[config.mk]
export PLATFORM = sky130hd
export DESIGN_NAME = buff_sched
export DESIGN_NICKNAME = d
export VERILOG_FILES = /design/src/rtl/buff_sched.sv
export SDC_FILE = /design/constraint.sdc
export NUM_CORES = 1
export LEC_CHECK = 0
export CAP_MARGIN = 30
export CORE_UTILIZATION = 50
export CTS_CLUSTER_DIAMETER = 100
export DETAILED_ROUTE_END_ITERATION = 8
export GPL_ROUTABILITY_DRIVEN = 0
export GPL_TIMING_DRIVEN = 0
export PLACE_DENSITY = 0.74
export SLEW_MARGIN = 5
export SYNTH_ARGS = -nofsm -noshare
export SYNTH_HDL_FRONTEND = slang
export SYNTH_SLANG_ARGS = --single-unit
[constraint.sdc]
create_clock -name clk -period 6.35 [get_ports clk]
set_input_delay 1.27 -clock clk [delete_from_list [all_inputs] [get_ports clk]]
set_output_delay 1.27 -clock clk [all_outputs]
set_load 0.03 [all_outputs]
[src/rtl/buff_sched.sv]
// buff_sched: round-robin scheduler feeding a fixed-latency delay buffer,
// with a tag pipe, credit check and show-ahead result FIFO.
module buff_sched #(
  parameter int DATA_W     = 32,
  parameter int BUF_STAGES = 6,
  parameter int FIFO_DEPTH = 8
) (
  input  logic              clk,
  input  logic              rst,
  input  logic              req0_valid,
  input  logic [DATA_W-1:0] req0_data,
  output logic              req0_ready,
  input  logic              req1_valid,
  input  logic [DATA_W-1:0] req1_data,
  output logic              req1_ready,
  output logic              buf_enable,
  output logic [DATA_W-1:0] buf_in_data,
  input  logic [DATA_W-1:0] buf_out_data,
  output logic              out_valid,
  output logic [DATA_W-1:0] out_data,
  output logic              out_src,
  input  logic              out_ready,
  output logic              busy
);

  localparam int PTR_W = $clog2(FIFO_DEPTH);
  localparam int CNT_W = PTR_W + 1;
  localparam int INF_W = $clog2(BUF_STAGES + 1);
  localparam int SUM_W = ((CNT_W > INF_W) ? CNT_W : INF_W) + 1;

  logic [BUF_STAGES-1:0] pipe_v;
  logic [BUF_STAGES-1:0] pipe_src;
  logic [INF_W-1:0]      inflight;
  logic [CNT_W-1:0]      fifo_count;
  logic [PTR_W-1:0]      wr_ptr;
  logic [PTR_W-1:0]      rd_ptr;
  logic [DATA_W:0]       mem [FIFO_DEPTH];
  logic                  rr_last;

  logic             credit_ok;
  logic             grant0;
  logic             grant1;
  logic             grant;
  logic             push;
  logic             pop;
  logic [SUM_W-1:0] used;

  // Everything accepted but not yet popped must fit in the FIFO.
  assign used      = SUM_W'(inflight) + SUM_W'(fifo_count);
  assign credit_ok = !rst && (used < SUM_W'(FIFO_DEPTH));

  // Round-robin arbitration; ties go to the requester not granted last.
  always_comb begin
    grant0 = 1'b0;
    grant1 = 1'b0;
    if (credit_ok) begin
      if (req0_valid && req1_valid) begin
        grant0 = rr_last;
        grant1 = !rr_last;
      end else begin
        grant0 = req0_valid;
        grant1 = req1_valid;
      end
    end
  end

  assign grant       = grant0 | grant1;
  assign req0_ready  = grant0;
  assign req1_ready  = grant1;
  assign buf_enable  = grant;
  assign buf_in_data = grant1 ? req1_data :
                       grant0 ? req0_data : '0;

  assign push      = pipe_v[BUF_STAGES-1];
  assign out_valid = !rst && (fifo_count != '0);
  assign pop       = out_valid && out_ready;
  assign out_data  = mem[rd_ptr][DATA_W-1:0];
  assign out_src   = mem[rd_ptr][DATA_W];
  assign busy      = !rst && ((inflight != '0) || (fifo_count != '0));

  // Arbiter history; requester 0 wins the first tie after reset.
  always_ff @(posedge clk) begin
    if (rst) begin
      rr_last <= 1'b1;
    end else if (grant) begin
      rr_last <= grant1;
    end
  end

  // Valid/source tags shadow each word through the buffer latency.
  always_ff @(posedge clk) begin
    if (rst) begin
      pipe_v   <= '0;
      pipe_src <= '0;
    end else begin
      pipe_v   <= {pipe_v[BUF_STAGES-2:0], grant};
      pipe_src <= {pipe_src[BUF_STAGES-2:0], grant1};
    end
  end

  // Count of words inside the buffer.
  always_ff @(posedge clk) begin
    if (rst) begin
      inflight <= '0;
    end else begin
      unique case ({grant, push})
        2'b10:   inflight <= inflight + INF_W'(1);
        2'b01:   inflight <= inflight - INF_W'(1);
        default: inflight <= inflight;
      endcase
    end
  end

  // FIFO storage is not reset; only the pointers define contents.
  always_ff @(posedge clk) begin
    if (push && !rst) begin
      mem[wr_ptr] <= {pipe_src[BUF_STAGES-1], buf_out_data};
    end
  end

  // FIFO pointers and occupancy.
  always_ff @(posedge clk) begin
    if (rst) begin
      wr_ptr     <= '0;
      rd_ptr     <= '0;
      fifo_count <= '0;
    end else begin
      if (push) wr_ptr <= wr_ptr + PTR_W'(1);
      if (pop)  rd_ptr <= rd_ptr + PTR_W'(1);
      unique case ({push, pop})
        2'b10:   fifo_count <= fifo_count + CNT_W'(1);
        2'b01:   fifo_count <= fifo_count - CNT_W'(1);
        default: fifo_count <= fifo_count;
      endcase
    end
  end

endmodule

-- After elaboration in Yosys (flattened, before gate mapping)
Memory sizes are Yosys's and may differ from the RTL's. A register that Yosys moved wholly into a read port is not among the register bits.
Index checks and enable logic that the tools add are counted.
- reductions and logical operators: 13
- bitwise operators: 1
- order comparisons: 1
- add/subtract/negate cells: 7
- muxes and demuxes: 12
- equal/unequal tests: 4
- operators with widths (cell ; number):
    $mux W32 ; 2
    $add A3 B1 Y3 const B ; 3
    $pmux W4 S2 ; 1
    $logic_and A1 B1 Y1 ; 6
    $mux W1 ; 6
    $mux W3 ; 2
    $pmux W3 S2 ; 1
    $add A3 B4 Y5 ; 1
    $lt A5 B4 Y1 const B ; 1
    $add A4 B1 Y4 const B ; 1
    $eq A2 B1 Y1 const B ; 2
    $eq A2 B2 Y1 const B ; 2
    $reduce_bool A2 Y1 ; 2
    $reduce_bool A4 Y1 ; 1
    $sub A4 B1 Y4 const B ; 1
    $reduce_bool A3 Y1 ; 1
    $sub A3 B1 Y3 const B ; 1
    $logic_not A1 Y1 ; 2
    $logic_or A1 B1 Y1 ; 1
    $or A1 B1 Y1 ; 1
- bits in writable memories: 264
- output and inout bits: 70
- bits in registers: 26
- memories: 1
- memories (name ; words ; width ; read ports ; clocked after memory_dff ; write ports ; RTL line ; source):
    mem ; 8 ; 33 ; 1 ; 1 ; 1 ; 37 ; logic [DATA_W:0] mem [FIFO_DEPTH];

-- Logic depth before layout (Yosys ltp)
Gate-level depths: netlist of run 1.
- word-level depth: 7
- gate-level depth with buffers: 11
- depth with buffers taken out: 10

-- Worst setup path before layout of run 1
No wires, ideal clock.
- path kind: input-to-reg
- start point: in rst
- end point: mem mem[0][0] in the netlist's numbering (enable)
- arrival: 4.726 ns
- path slack: 1.118 ns
- setup time: 0.506 ns
- stages on the path: 2
- data required time: 5.844 ns
- path through: clkbuf_1 > nor4_1
- word-level cells in the longest chain between the ends: 4
- RTL lines (what ; RTL line ; source):
    start: declaration ; 9 ; input logic rst,
    $logic_not A1 Y1 ; 116 ; if (push && !rst) begin
    $logic_and A1 B1 Y1 ; 116 ;
    $mux W1 ; 116 ;
    $mux W1 (not written as such) ; 117 ; mem[wr_ptr] <= {pipe_src[BUF_STAGES-1], buf_out_data};
    end: declaration ; 37 ;
No other way between the ends.

-- Final worst setup path of run 1
- start point: in req1_valid
- end point: out buf_in_data[14]
- word-level cells in the longest chain between the ends: 5
- elaborated cells on any way between the ends: 7
- classes of those cells: mux: 6; reduce/logical: 1
- RTL lines (what ; RTL line ; source):
    start: declaration ; 13 ; input logic req1_valid,
    $logic_and A1 B1 Y1 ; 57 ; if (req0_valid && req1_valid) begin
    $mux W1 ; 57 ;
    $mux W1 ; 56 ; if (credit_ok) begin
    $mux W32 ; 72 ; grant0 ? req0_data : '0;
    $mux W32 (*) ; 71 ; assign buf_in_data = grant1 ? req1_data :
    end: declaration ; 17 ; output logic [DATA_W-1:0] buf_in_data,
Mark *: on every way between the ends. The rest lies on a longest branch, timed or not.

==> results of run 1 <==
-- path summary, 6_finish.rpt --
path / start / end / slack [ns] / cells past startpoint
worst min register to register: pipe_src[4] / pipe_src[5] / 0.44 / 1
worst min-delay path: pipe_src[4] / pipe_src[5] / 0.44 / 1
worst max-delay path: req1_valid / buf_in_data[14] / 1.29 / 7
worst max register to register: fifo_count[1] / inflight[2] / 3.42 / 11
-- cell type report --
cell class,count,area [µm²],area share (%)
sequential,293,8510,56.8
multi-input combinational,255,2910,19.4
timing repair buffer,199,1980,13.2
clock buffer,39,805,5.37
tap,285,357,2.38
clock inverter,14,195,1.30
buffer,34,176,1.18
inverter,12,45.0,0.301
antenna,1,2.50,0.0167
-- synth_stat cells --
cell,instances
a21oi_1,10
a22oi_1,32
a31oi_1,1
and3_1,1
buf_1,3
buf_2,9
buf_6,5
clkbuf_1,17
dfxtp_1,29
edfxtp_1,264
fa_1,2
ha_1,8
inv_1,12
mux2_2,33
mux2i_1,2
mux4_1,11
mux4_2,55
nand2_1,6
nand2b_1,4
nand3_1,2
nand3b_1,1
nor2_1,51
nor2b_1,11
nor3_1,6
nor3b_2,1
nor4_1,3
o21a_1,1
o21ai_0,3
o31ai_1,1
o32a_1,1
or2_2,1
or3_1,1
or4_1,1
xnor2_1,1
xor2_1,5
-- worst max-delay path, stage by stage --
cell and delay, ns:
clkdlybuf4s50_1 0.47, inv_1 0.07, a21oi_1 0.41, clkbuf_1 0.38, a22oi_1 0.16, nor2_1 0.28
clkdlybuf4s50_1 0.75
-- state kept, by name, indices dropped and copies added (netlist names), named ones only --
register,flops
rr_last,1
fifo_count,4
inflight,3
pipe_src,6
mem,264
pipe_v,6
wr_ptr,3
rd_ptr,3
-- through the flow --
| step | instances | worst slack, ns | util [%] |
|---|---|---|---|
| final | 1132 | 1.29 | 65.9 |
| after global routing | 1132 | 1.17 | 65.9 |
| after floorplan | 594 | 1.12 | - |
| after global placement | 1049 | -2.72 | 60.1 |
| after CTS | 1131 | 1.25 | 65.9 |
| after detailed placement | 1078 | 1.25 | 61.5 |
-- cells by family (layout without fill, tap and decap cells) --
| logic type | count (synthesis) | in the layout |
|---|---|---|
| adders and majority gates | 10 | 10 |
| AOI/OAI and AO/OA | 49 | 49 |
| muxes | 101 | 101 |
| other | 0 | 1 |
| and+or+nand+nor | 89 | 89 |
| xor gates and xnor gates | 6 | 6 |
| buffers and inverters | 46 | 298 |
| DFF | 293 | 293 |
-- power by group --
group / switching [µW] / internal [µW] / total (µW)
Sequential: 3.16 / 2100 / 2110
Clock: 683 / 1090 / 1770
Combinational: 110 / 106 / 216
-- metal layers --
| layer | global-route usage, % | wire length (µm) | vias to the layer above | part of all wire [%] |
|---|---|---|---|---|
| li1 | - | - | 2863 | - |
| met1 | 24.9 | 9590 | 3226 | 39 |
| met5 | 0 | 0 | - | 0 |
| met2 | 38.7 | 13100 | 222 | 53 |
| met4 | 7.78 | 750 | 0 | 3.0 |
| met3 | 3.50 | 1220 | 44 | 4.9 |
==> run_results.csv, run 1 <==
group,metric,value,unit
status,status,"finished clean",
logic_synthesis,synth_compound_area_share,2.90,%
final_layout,syn_to_final_growth,29.2,%
logic_synthesis,syn_nets,705,
drt,drtIter0Drc,386,
grt,grt_pass1_wl,37500,µm
floorplanning,die-area,0.0238,mm²
cts,cts.clk_slew.worst_paths,0.06,ns
logic_synthesis,yosysWarnings,0,
grt,grt_max_degree,20,
drt,ant_nets,0,
final_layout,stdcell_area,0.0150,mm²
worst_setup_path,crit_path_start_kind,"primary input",
final_layout,final_nets,935,
timing,finalMaxSlewViolations,0,
logic_synthesis,synth_top_family_by_area,"multiplexers",
floorplanning,io_pins,171,
logic_synthesis,ys_seq_elements,293,
placed_design,dpl-instance-area,0.0140,mm²
cts,clockRootBuffer,"clkbuf_16",
cts,post_cts_buffers,0,
final_layout,fillCellCount,1470,
logic_synthesis,synth_adder_area_share,1.21,%
timing,tightest_slew,0.890,ns
timing,period_share,79.7,%
timing,hold_violations,0,
flow_run,cap_violations,0,
logic_synthesis,synth_area_leader_cell,"edfxtp_1",
cts,cts_hold_buf,0,
logic_synthesis,ys_seq_area_share,73.4,%
pwr,finalPower,4090,µW
logic_synthesis,synth_area_leaders,"edfxtp_1 68%, mux4_2 11%, dfxtp_1 5.0%, mux2_2 3.2%, mux4_1 2.5%",
timing,rsz0062_at_grt,"false",
logic_synthesis,netlist_area,0.0116,mm²
timing,fin_crit,5.06,ns
pwr,power_leakage,0.00489,µW
drt,post_drt_via_cell_ratio,5.61,
grt,globalRouteOverflowTotal,0,
cts,cts-resized-gates,0,
final_layout,drive_above_1_share,21.7,%
timing,skew,0.00647,ns
worst_setup_path,cp.required,5.08,ns
logic_synthesis,synth_top_area_share,68.4,%
worst_setup_path,arrival,3.79,ns
cts,htree_levels,1,
floorplanning,fp-row-count,55,
cts,cts_buffers,29,
grt,antenna_found_initial,1,
grt,grt_pass1_vias,6840,
logic_synthesis,synth_xor_area_share,0.453,%
worst_setup_path,end_kind,"output port",
floorplanning,coreArea,0.0227,mm²
timing,finalSetupViolCount,0,
placed_design,hpwl,17200,µm
final_layout,final_cell_mix,"264 x edfxtp_1, 170 x clkdlybuf4s50_1, 55 x mux4_2",
drt,drc,0,
drt,post_drt_wl_per_cell,21.8,µm
pwr,vdd_drop_max,0.000185,V
drt,first_pass_iters,5,
logic_synthesis,yosysUniqueCellTypes,35,
timing,final.setup.tns,0,ns
grt,grt.total_usage,21.0,%
drt,wl,24700,µm
pwr,power_density,273,mW/mm²
floorplanning,die_h,154,µm
floorplanning,start_util,51.0,%
worst_setup_path,crit_type,"in2out",
floorplanning,die_w,154,µm
placed_design,io_buffers,170,
cts,cts_tree,"yes",
timing,max_freq,198,MHz
logic_synthesis,synthesis.instances,594,
logic_synthesis,yosys.area_share.simple,3.56,%
cts,clockBufferDepth,3,
final_layout,final_common_cell,"edfxtp_1",
drt,routed-via-count,6355,
cts,cts.sinks,293,
cts,insertion_delay,0.53,ns
logic_synthesis,synthMuxAreaShare,16.6,%
timing,maxSlewHeadroom,40.2,%
hold_path,holdCritPathClass,"reg2reg",
timing,timing.hold.ws,0.440,ns
worst_setup_path,critPathMaxFanout,10,
logic_synthesis,syn_area_per_cell,19.5,µm²
No activity file was read; power rests on OpenSTA's default activity.
==> run 2, diff against run 1 <==
==> constraint.sdc (replaced) <==
create_clock -name clk -period 5.3 [get_ports clk]
set_input_delay 1.06 -clock clk [delete_from_list [all_inputs] [get_ports clk]]
set_output_delay 1.06 -clock clk [all_outputs]
set_load 0.03 [all_outputs]
==> results of run 2 <==
Same layout as run 1 (identical final DEF). Status: finished clean.
Among the figures that moved: setup slack after placement 1.25 ns -> 0.623 ns; setup slack after layout 1.29 ns -> 0.662 ns; register-to-register setup slack 3.42 ns -> 2.37 ns; total power 4090 µW -> 4900 µW; worst IR drop on VDD 0.000185 V -> 0.000221 V
==> run 3, diff against run 2 <==
--- a/config.mk
+++ b/config.mk
@@ -11,6 +11,7 @@
 export DETAILED_ROUTE_END_ITERATION = 8
 export GPL_ROUTABILITY_DRIVEN = 0
 export GPL_TIMING_DRIVEN = 0
+export HOLD_SLACK_MARGIN = 0.08
 export PLACE_DENSITY = 0.74
 export SLEW_MARGIN = 5
 export SYNTH_ARGS = -nofsm -noshare
==> results of run 3 <==
Same layout as run 1 (identical final DEF). Status: finished clean.
Among the figures that moved: setup slack after placement 1.25 ns -> 0.623 ns; setup slack after layout 1.29 ns -> 0.662 ns; register-to-register setup slack 3.42 ns -> 2.37 ns; total power 4090 µW -> 4900 µW; worst IR drop on VDD 0.000185 V -> 0.000221 V
